### config.mk
export PLATFORM = sky130hd
export DESIGN_NAME = ifq_fetch_ctrl
export DESIGN_NICKNAME = d
export VERILOG_FILES = /design/src/rtl/ifq_fetch_ctrl.sv
export SDC_FILE = /design/constraint.sdc
export NUM_CORES = 1
export LEC_CHECK = 0
export CAP_MARGIN = 20
export CORE_MARGIN = 1.5
export CORE_UTILIZATION = 40
export DETAILED_ROUTE_END_ITERATION = 7
export PLACE_DENSITY_LB_ADDON = 0.25
export SETUP_SLACK_MARGIN = 0.4
export SYNTH_ARGS = -nofsm -noshare
export SYNTH_HDL_FRONTEND = slang
export SYNTH_SLANG_ARGS = --single-unit
### constraint.sdc
create_clock -name clk -period 2.95 [get_ports clk]
set_clock_uncertainty 0.15 [all_clocks]
set_input_delay 0.59 -clock clk [delete_from_list [all_inputs] [get_ports clk]]
set_output_delay 0.59 -clock clk [all_outputs]
set_load 0.05 [all_outputs]
### src/rtl/ifq_fetch_ctrl.sv
// Fill side of the instruction fetch queue: issues line reads, tracks credits and in-flight reads, redirects.
// Latency: cache response to fifo_write_en/fifo_flush is one registered cycle.
// Backpressure: requests stall when FIFO credits or the outstanding-read budget run out.
module ifq_fetch_ctrl #(
    parameter int                    CACHE_LINE_WIDTH = 128,
    parameter int                    ADDR_WIDTH       = 32,
    parameter int                    FIFO_DEPTH       = 4,
    parameter int                    MAX_OUTSTANDING  = 2,
    parameter logic [ADDR_WIDTH-1:0] RESET_PC         = '0
) (
    input  logic                        clk,
    input  logic                        rst_n,
    input  logic                        redirect_valid,
    input  logic [ADDR_WIDTH-1:0]       redirect_target,
    input  logic                        fifo_line_pop,
    output logic                        cache_rd_req,
    output logic [ADDR_WIDTH-1:0]       cache_rd_addr,
    input  logic                        cache_rd_ack,
    input  logic                        cache_rd_valid,
    input  logic [CACHE_LINE_WIDTH-1:0] cache_rd_data,
    output logic                        fifo_write_en,
    output logic                        fifo_flush,
    output logic [CACHE_LINE_WIDTH-1:0] fifo_data,
    output logic [1:0]                  jmp_branch_bits_2_3
);

    localparam int CNT_W = $clog2(MAX_OUTSTANDING + 2);
    localparam int CRD_W = $clog2(FIFO_DEPTH + 1);
    localparam logic [CNT_W-1:0]      OUT_MAX   = CNT_W'(MAX_OUTSTANDING);
    localparam logic [CNT_W-1:0]      CNT_ONE   = CNT_W'(1);
    localparam logic [CRD_W-1:0]      CRD_MAX   = CRD_W'(FIFO_DEPTH - 1);
    localparam logic [CRD_W-1:0]      CRD_FLUSH = CRD_W'(FIFO_DEPTH - 2);
    localparam logic [CRD_W-1:0]      CRD_ONE   = CRD_W'(1);
    localparam logic [ADDR_WIDTH-1:0] LINE_INC  = ADDR_WIDTH'(CACHE_LINE_WIDTH / 8);

    typedef enum logic [1:0] {
        IDLE,
        FETCH,
        REDIR_ISSUE,
        REDIR_WAIT
    } state_t;

    state_t                        state_q, state_d;
    logic [ADDR_WIDTH-1:0]         fetch_pc_q, fetch_pc_d;
    logic [ADDR_WIDTH-1:0]         target_q, target_d;
    logic [CRD_W-1:0]              credits_q, credits_d;
    logic [CNT_W-1:0]              outstanding_q, outstanding_d;
    logic [CNT_W-1:0]              stale_q, stale_d;
    logic                          fifo_write_en_q, fifo_write_en_d;
    logic                          fifo_flush_q, fifo_flush_d;
    logic [CACHE_LINE_WIDTH-1:0]   fifo_data_q, fifo_data_d;
    logic [1:0]                    bits_q, bits_d;

    logic [ADDR_WIDTH-1:0]         target_line;
    logic                          redir;
    logic                          issue;
    logic                          unused_tgt_bits;

    assign target_line     = {target_q[ADDR_WIDTH-1:4], 4'b0000};
    assign unused_tgt_bits = ^target_q[1:0];

    always_comb begin
        state_d         = state_q;
        fetch_pc_d      = fetch_pc_q;
        target_d        = target_q;
        credits_d       = credits_q;
        outstanding_d   = outstanding_q;
        stale_d         = stale_q;
        fifo_write_en_d = 1'b0;
        fifo_flush_d    = 1'b0;
        fifo_data_d     = fifo_data_q;
        bits_d          = bits_q;
        cache_rd_req    = 1'b0;
        cache_rd_addr   = fetch_pc_q;
        redir           = redirect_valid && (state_q != IDLE);

        case (state_q)
            IDLE:        state_d = FETCH;
            FETCH:       cache_rd_req = (credits_q != '0) && (outstanding_q < OUT_MAX) && !redirect_valid;
            REDIR_ISSUE: begin
                cache_rd_req  = !redirect_valid;
                cache_rd_addr = target_line;
            end
            default: ;
        endcase

        issue = cache_rd_req && cache_rd_ack;

        if (issue) begin
            outstanding_d = outstanding_d + CNT_ONE;
            if (state_q == REDIR_ISSUE) begin
                fetch_pc_d = target_line + LINE_INC;
                state_d    = REDIR_WAIT;
            end else begin
                fetch_pc_d = fetch_pc_q + LINE_INC;
            end
        end

        // Credits only move in FETCH; a flush re-seeds them anyway.
        if (state_q == FETCH) begin
            if (issue) credits_d = credits_d - CRD_ONE;
            if (fifo_line_pop) credits_d = credits_d + CRD_ONE;
            if (credits_d > CRD_MAX) credits_d = CRD_MAX;
        end

        if (cache_rd_valid) begin
            outstanding_d = outstanding_d - CNT_ONE;
            if (redir) begin
                // discarded: the line belongs to the abandoned path
            end else if (stale_q != '0) begin
                stale_d = stale_q - CNT_ONE;
            end else if (state_q == REDIR_WAIT) begin
                fifo_flush_d  = 1'b1;
                fifo_data_d   = cache_rd_data;
                bits_d        = target_q[3:2];
                credits_d     = CRD_FLUSH;
                outstanding_d = '0;
                state_d       = FETCH;
            end else if (state_q == FETCH) begin
                fifo_write_en_d = 1'b1;
                fifo_data_d     = cache_rd_data;
            end
        end

        // Responses are in order, so every read still in flight after a redirect is stale.
        if (redir) begin
            target_d = redirect_target;
            stale_d  = outstanding_d;
            state_d  = REDIR_ISSUE;
        end
    end

    always_ff @(posedge clk or negedge rst_n) begin
        if (!rst_n) begin
            state_q         <= IDLE;
            fetch_pc_q      <= RESET_PC;
            target_q        <= '0;
            credits_q       <= CRD_MAX;
            outstanding_q   <= '0;
            stale_q         <= '0;
            fifo_write_en_q <= 1'b0;
            fifo_flush_q    <= 1'b0;
            fifo_data_q     <= '0;
            bits_q          <= '0;
        end else begin
            state_q         <= state_d;
            fetch_pc_q      <= fetch_pc_d;
            target_q        <= target_d;
            credits_q       <= credits_d;
            outstanding_q   <= outstanding_d;
            stale_q         <= stale_d;
            fifo_write_en_q <= fifo_write_en_d;
            fifo_flush_q    <= fifo_flush_d;
            fifo_data_q     <= fifo_data_d;
            bits_q          <= bits_d;
        end
    end

    assign fifo_write_en       = fifo_write_en_q;
    assign fifo_flush          = fifo_flush_q;
    assign fifo_data           = fifo_data_q;
    assign jmp_branch_bits_2_3 = bits_q;

endmodule

Word-level counts from Yosys, hierarchy flattened
Index checks and enable logic that the tools add are counted.

Bits of input ports: 166. Bits in registers: 205. Word-level logic and storage cells: 78. Output and inout port bits: 165.

Equality and inequality tests: 3. Order comparisons: 2. Muxes and demuxes: 39. Add/subtract/negate cells: 7. Bitwise operators: 2. Reduce and logical (&&, ||, !) cells: 15.

Operators by type and width (count): 128-bit two-way mux (2); 32-bit by 5-bit adder with 32-bit output, second input constant (2); 32-bit two-way mux (2); 2-bit two-way mux (15); 3-bit two-way mux (10); 2-bit nonzero test (5); 1-bit two-way mux (9); 4-bit AND reduction (2); 2-bit == test, second input constant (2); 1-bit logical AND (4); 2-bit by 1-bit subtractor with 2-bit output, second input constant (2); 3-bit by 1-bit adder with 3-bit output, second input constant (1); 3-bit by 2-bit greater-than comparator with 1-bit output, second input constant (1); 3-bit nonzero test (1); 3-bit by 1-bit subtractor with 3-bit output, second input constant (1); 2-bit by 1-bit adder with 2-bit output, second input constant (1); 2-bit by 1-bit == test with 1-bit output, second input constant (1); 2-bit logical NOT (1); 2-bit < comparator, second input constant (1); 1-bit NOT (2); 1-bit one-hot mux with 2 select lines (1); 2-bit AND reduction (1); 1-bit logical NOT (1).

Logic depth before layout (Yosys ltp)
Depth in word-level cells: 17. Depth in mapped cells: 15. Depth with buffers taken out: 14.

Least setup slack after synthesis
OpenSTA, ideal clock, no wires.

Path type: reg2reg. Start point: register state_q[0]. End point: register fetch_pc_q[12]. Period minus slack after synthesis: 3119 ps. Library setup time: 83 ps. Buffers on the path: 3. Arrival: 2886 ps. Path slack: -169 ps. Required time: 2717 ps. Stages on the path, launching flop included: 10. Cell sequence: dfrtp_1 > inv_1 > ha_1 > buf_6 > buf_2 > buf_4 > o21ai_0 > nand3_1 > xor2_1 > o21ai_0.

Cells in the longest elaborated chain, start to end: 3. Elaborated cells between the ends (all ways): 5. Classes of those cells: eq/ne (2); mux (2); reduce/logical (1).

Ends and longest elaborated chain: start: declaration (line 43) `state_t state_q, state_d;`; start signal: assignment (line 146) `state_q <= state_d;`; 2-bit == test or 2-bit by 1-bit == test with 1-bit output (tied branches) (line 77, 91); 1-bit one-hot mux with 2 select lines (line 77) `case (state_q)`; 1-bit logical AND (line 87) `issue = cache_rd_req && cache_rd_ack;`; end signal: assignment (line 147) `fetch_pc_q <= fetch_pc_d;`; end: declaration (line 44) `logic [ADDR_WIDTH-1:0] fetch_pc_q, fetch_pc_d;`.

Several ways; a longest one is shown, not always the timed one. A chain may end at the register's enable or synchronous reset.

Worst setup path in the final report
Start point: register state_q[0]. End point: output cache_rd_req.

Cells in the longest elaborated chain, start to end: 2. Elaborated cells between the ends (all ways): 3. Classes of those cells: eq/ne (2); mux (1).

Ends and longest elaborated chain: 2-bit == test or 2-bit by 1-bit == test with 1-bit output (tied branches) (line 77); 1-bit one-hot mux with 2 select lines * (line 77); end: declaration (line 16) `output logic cache_rd_req,`.

Every way passes the cells marked *; elsewhere a longest branch is shown, timed or not.

==> results.md <==
- The worst setup path is of the flop to primary output kind.
- The clock tree from TritonCTS is done.
- Hold timing on the final database bottoms out at a slack of about 340 ps.
- The total power density per cell area is approximately 1300 nW/um2.
- The via count of the first global-routing pass was between 7000 and 8000.
- The pin count of the biggest net entering global routing is between 60 and 70.
- The number of antenna violations at the first check in global routing came to 1.
- The number of setup violations in the final report is 0.
- Summing over every cut layer, the via total after detailed routing is 6940.
- The number of library cell types mapped by synthesis is 58.
- Yosys mapped a number of flops with a built-in enable equal to 0.
- The initial core utilization is about two fifths.
- The routability congestion estimate is between 0.8 and 0.9.
- STA classifies the critical path startpoint as a flop.
- The number of clock sinks seen by CTS is ~200.
- After synthesis, the largest area contributor takes up between 50% and 60% of total cell area.
- Along the worst path, the maximum fanout reaches 2.
- Setup repair after global routing could not meet its margin everywhere.
- The detailed-route wire length is between 20000 and 30000 um.
- STA puts the critical path data required time at roughly 2200 ps.
- At the pin with the least slew margin, the transition time is roughly 690 ps.
- Sorting the synthesized cells by area gives the leading types as dfrtp_1 (56%), mux2_2 (19%), nand2_1 (6.4%).
- In this run the tightest slew margin relative to its limit is between 50% and 60%.
- The hold violation count in the final report came to 0.
- In the global route stage, overall resource usage came out at about 22%.
- Counting I/O delays and the setup requirement, the final critical path takes 2640 ps.
- In the routed design, unresolved DRC markers number 0.
- The wire length of the first global-routing pass is approximately 40000 um.
- Yosys printed 0 warnings.
- The worst-case clock buffer depth is 2.
- The overall power after layout is roughly 0.019 W.
- The die height is around 150 um.
- The total overflow left after global routing is 0.
- The upper clock frequency limit is around 0.38 GHz.
- The final number of max-transition violations is 0.
- The signal on the critical path passes through inv_2, buf_4, ha_4, nor2b_4, buf_4, buf_6, nor2b_4, buf_12.
- The worst-case IR drop observed on VDD is approximately 0.91 mV.
- The cell area after synthesis is around 9000 um2.
- The clock tree root driver cell is clkbuf_16.
- In this design, the largest share of critical-path delay is due to buffers and inverters.
- The floorplan step set the die width to ~150 um.
- The endpoint kind of the worst setup timing path is a primary output.
- After technology mapping, the gate count stands at around 740.
- Clock-pin slew was measured on the worst setup and hold paths at around 80 ps.
- The floorplan has 54 rows.
- The half-perimeter wire length of the detailed placement result is roughly 18000 um.
- Setup slack on the critical path of the routed design comes to approximately 310 ps.
- By count the netlist is led by dfrtp_1 (197), nand2_1 (152), mux2_2 (149).
- The synthesis-to-layout area growth is 60.9%.
- The critical path contains buffers and inverters numbering 5 combined.
- The count of pins on the block boundary is ~330.
- Across the run, the number of max-cap violations was 0.
- Of all cell types, the one taking the most synthesized area is dfrtp_1.
- The utilization after layout is 65.6%.
- The number of detailed-routing iterations run before antenna repair is 4.
- For this run, the post-layout net count is 1297.
- For this run, the leading register cell type out of synthesis is dfrtp_1.
- The remaining number of nets flagged by the antenna check after routing is 0.
- The post-synthesis average cell area is between 10 and 15 um2.
- The setup slack after placement is -30.5 ps.
- The clock latency reported for the late side of the worst-skew pair is 430 ps.
- The detailed router finished its first iteration with approximately 210 violations.
- The depth of the CTS H-tree is 4.
- The worst stage delay on the critical path is 380 ps.
- After detailed routing, the average wire length per cell comes to 18.1 um.
- Summing the sequential cell areas from Yosys gives between 50 and 60% of the chip area.
- The count of state elements after synthesis is 199.
- The die covers between 20000 and 25000 um2.
- After floorplanning, the core was sized to cover between 20000 and 25000 um2.
- The fraction of the cycle the final worst path needs is between 80% and 90%.
- The worst min-delay path class is flop to flop.
- The post-detailed-route via-to-cell ratio is slightly below 5.
- Port buffering added 324 buffers.
- In the synthesized netlist the async set-or-reset flop fraction comes to 100%.
- In the final layout, the share of cells above drive strength 1 is 31.2%.
- The library cell contributing the largest single delay on the critical path is dfrtp_1.
- The flow ran to the end, and the final reports show no timing, DRC or antenna violations.
- The number of CTS-inserted buffers is 17.
- The data arrival at the endpoint of the critical path is around 1900 ps.
- The leakage power figure is 6.28 nW.
- The most numerous cell in the Yosys netlist is dfrtp_1.
-- kinds of logic after synthesis --
logic type               after synthesis  share of synthesized area (%)
multiplexers                         158                           20.0
AND/OR/NAND/NOR                      219                           11.6
adder cells (fa/ha/maj)               10                           1.41
flip-flops                           199                           56.2
AO/OA/AOI/OAI                         65                           4.93
other                                  1                         0.0423
buffers and inverters                 55                           2.98
XOR/XNOR                              28                           2.77
-- cells in the final DEF (no fill, tap or decap), types with 16 or more instances in the layout --
cell type / count
buf_12: 19
buf_4: 59
clkbuf_16: 18
clkdlybuf4s50_1: 294
dfrtp_1: 196
mux2_2: 129
mux2_4: 21
nand2_1: 147
nor2_1: 16
o21ai_0: 18
xnor2_1: 19
-- final cells by class --
type | count | area [um2]
fill | 1685 | 7490
clock buffer | 17 | 425
antenna | 1 | 2.50
multi-input combinational | 484 | 3970
clock inverter | 15 | 225
tap | 280 | 350
sequential | 199 | 4980
timing repair buffer | 404 | 4250
inverter | 15 | 58.8
-- worst min-delay path: cells and delay by family, from the launching register on --
| kind | cells | cell delay [ps] |
|---|---|---|
| DFF | 1 | 350 |
| and+or+nand+nor | 2 | 110 |
-- flip-flops by register name (all words and copies together) (netlist names) --
signal               count
jmp_branch_bits_2_3      2
fifo_data              128
fetch_pc_q              28
fifo_flush               1
target_q                30
fifo_write_en            1
credits_q                3
state_q                  2
stale_q                  2
outstanding_q            2
-- repair_timing --
action                                  CTS  global route
resized for setup                        66            32
gates cloned                              4             1
hold buffers                              1             0
hold endpoints to repair                 12             0
pin swaps                                 6            15
buffers inserted                         31            22
endpoints found under the setup margin   40            41
-- worst paths after layout --
path                                        start                      to  slack, ps  cells past startpoint
min reg2reg                jmp_branch_bits_2_3[1]  jmp_branch_bits_2_3[1]        340                      2
max in group asynchronous                   rst_n            credits_q[1]       1290                      3
min                        jmp_branch_bits_2_3[1]  jmp_branch_bits_2_3[1]        340                      2
min in group asynchronous                   rst_n           fifo_data[17]        550                      2
max                                    state_q[0]            cache_rd_req        310                      8
max reg2reg                            state_q[0]            credits_q[1]        340                     14
-- per-stage QoR --
| step | setup TNS [ps] | instance area (um2) | cells |
|---|---|---|---|
| 2_1_floorplan | 0 | 9010 | 738 |
| 3_3_place_gp | 0 | 12700 | 1323 |
| 3_5_place_dp | -30.5 | 12700 | 1323 |
| 4_1_cts | 0 | 13900 | 1391 |
| 5_1_grt | 0 | 14300 | 1415 |
| 6_report | 0 | 14300 | 1415 |
-- routing by layer --
metal / global-route usage, % / vias to the layer above / share of wire, %
li1: - / 3279 / -
met1: 25.5 / 3407 / 38
met4: 7.54 / 0 / 2.3
met2: 38.1 / 217 / 52
met3: 8.70 / 37 / 7.9
met5: 0 / - / 0
-- power by group --
part / switching, W / internal, W / total [W]
clock network: 0.00124 / 0.00125 / 0.00250
registers: 0.000827 / 0.00399 / 0.00481
logic: 0.00674 / 0.00503 / 0.0118
Note: power is estimated with default switching activity, not from simulation.
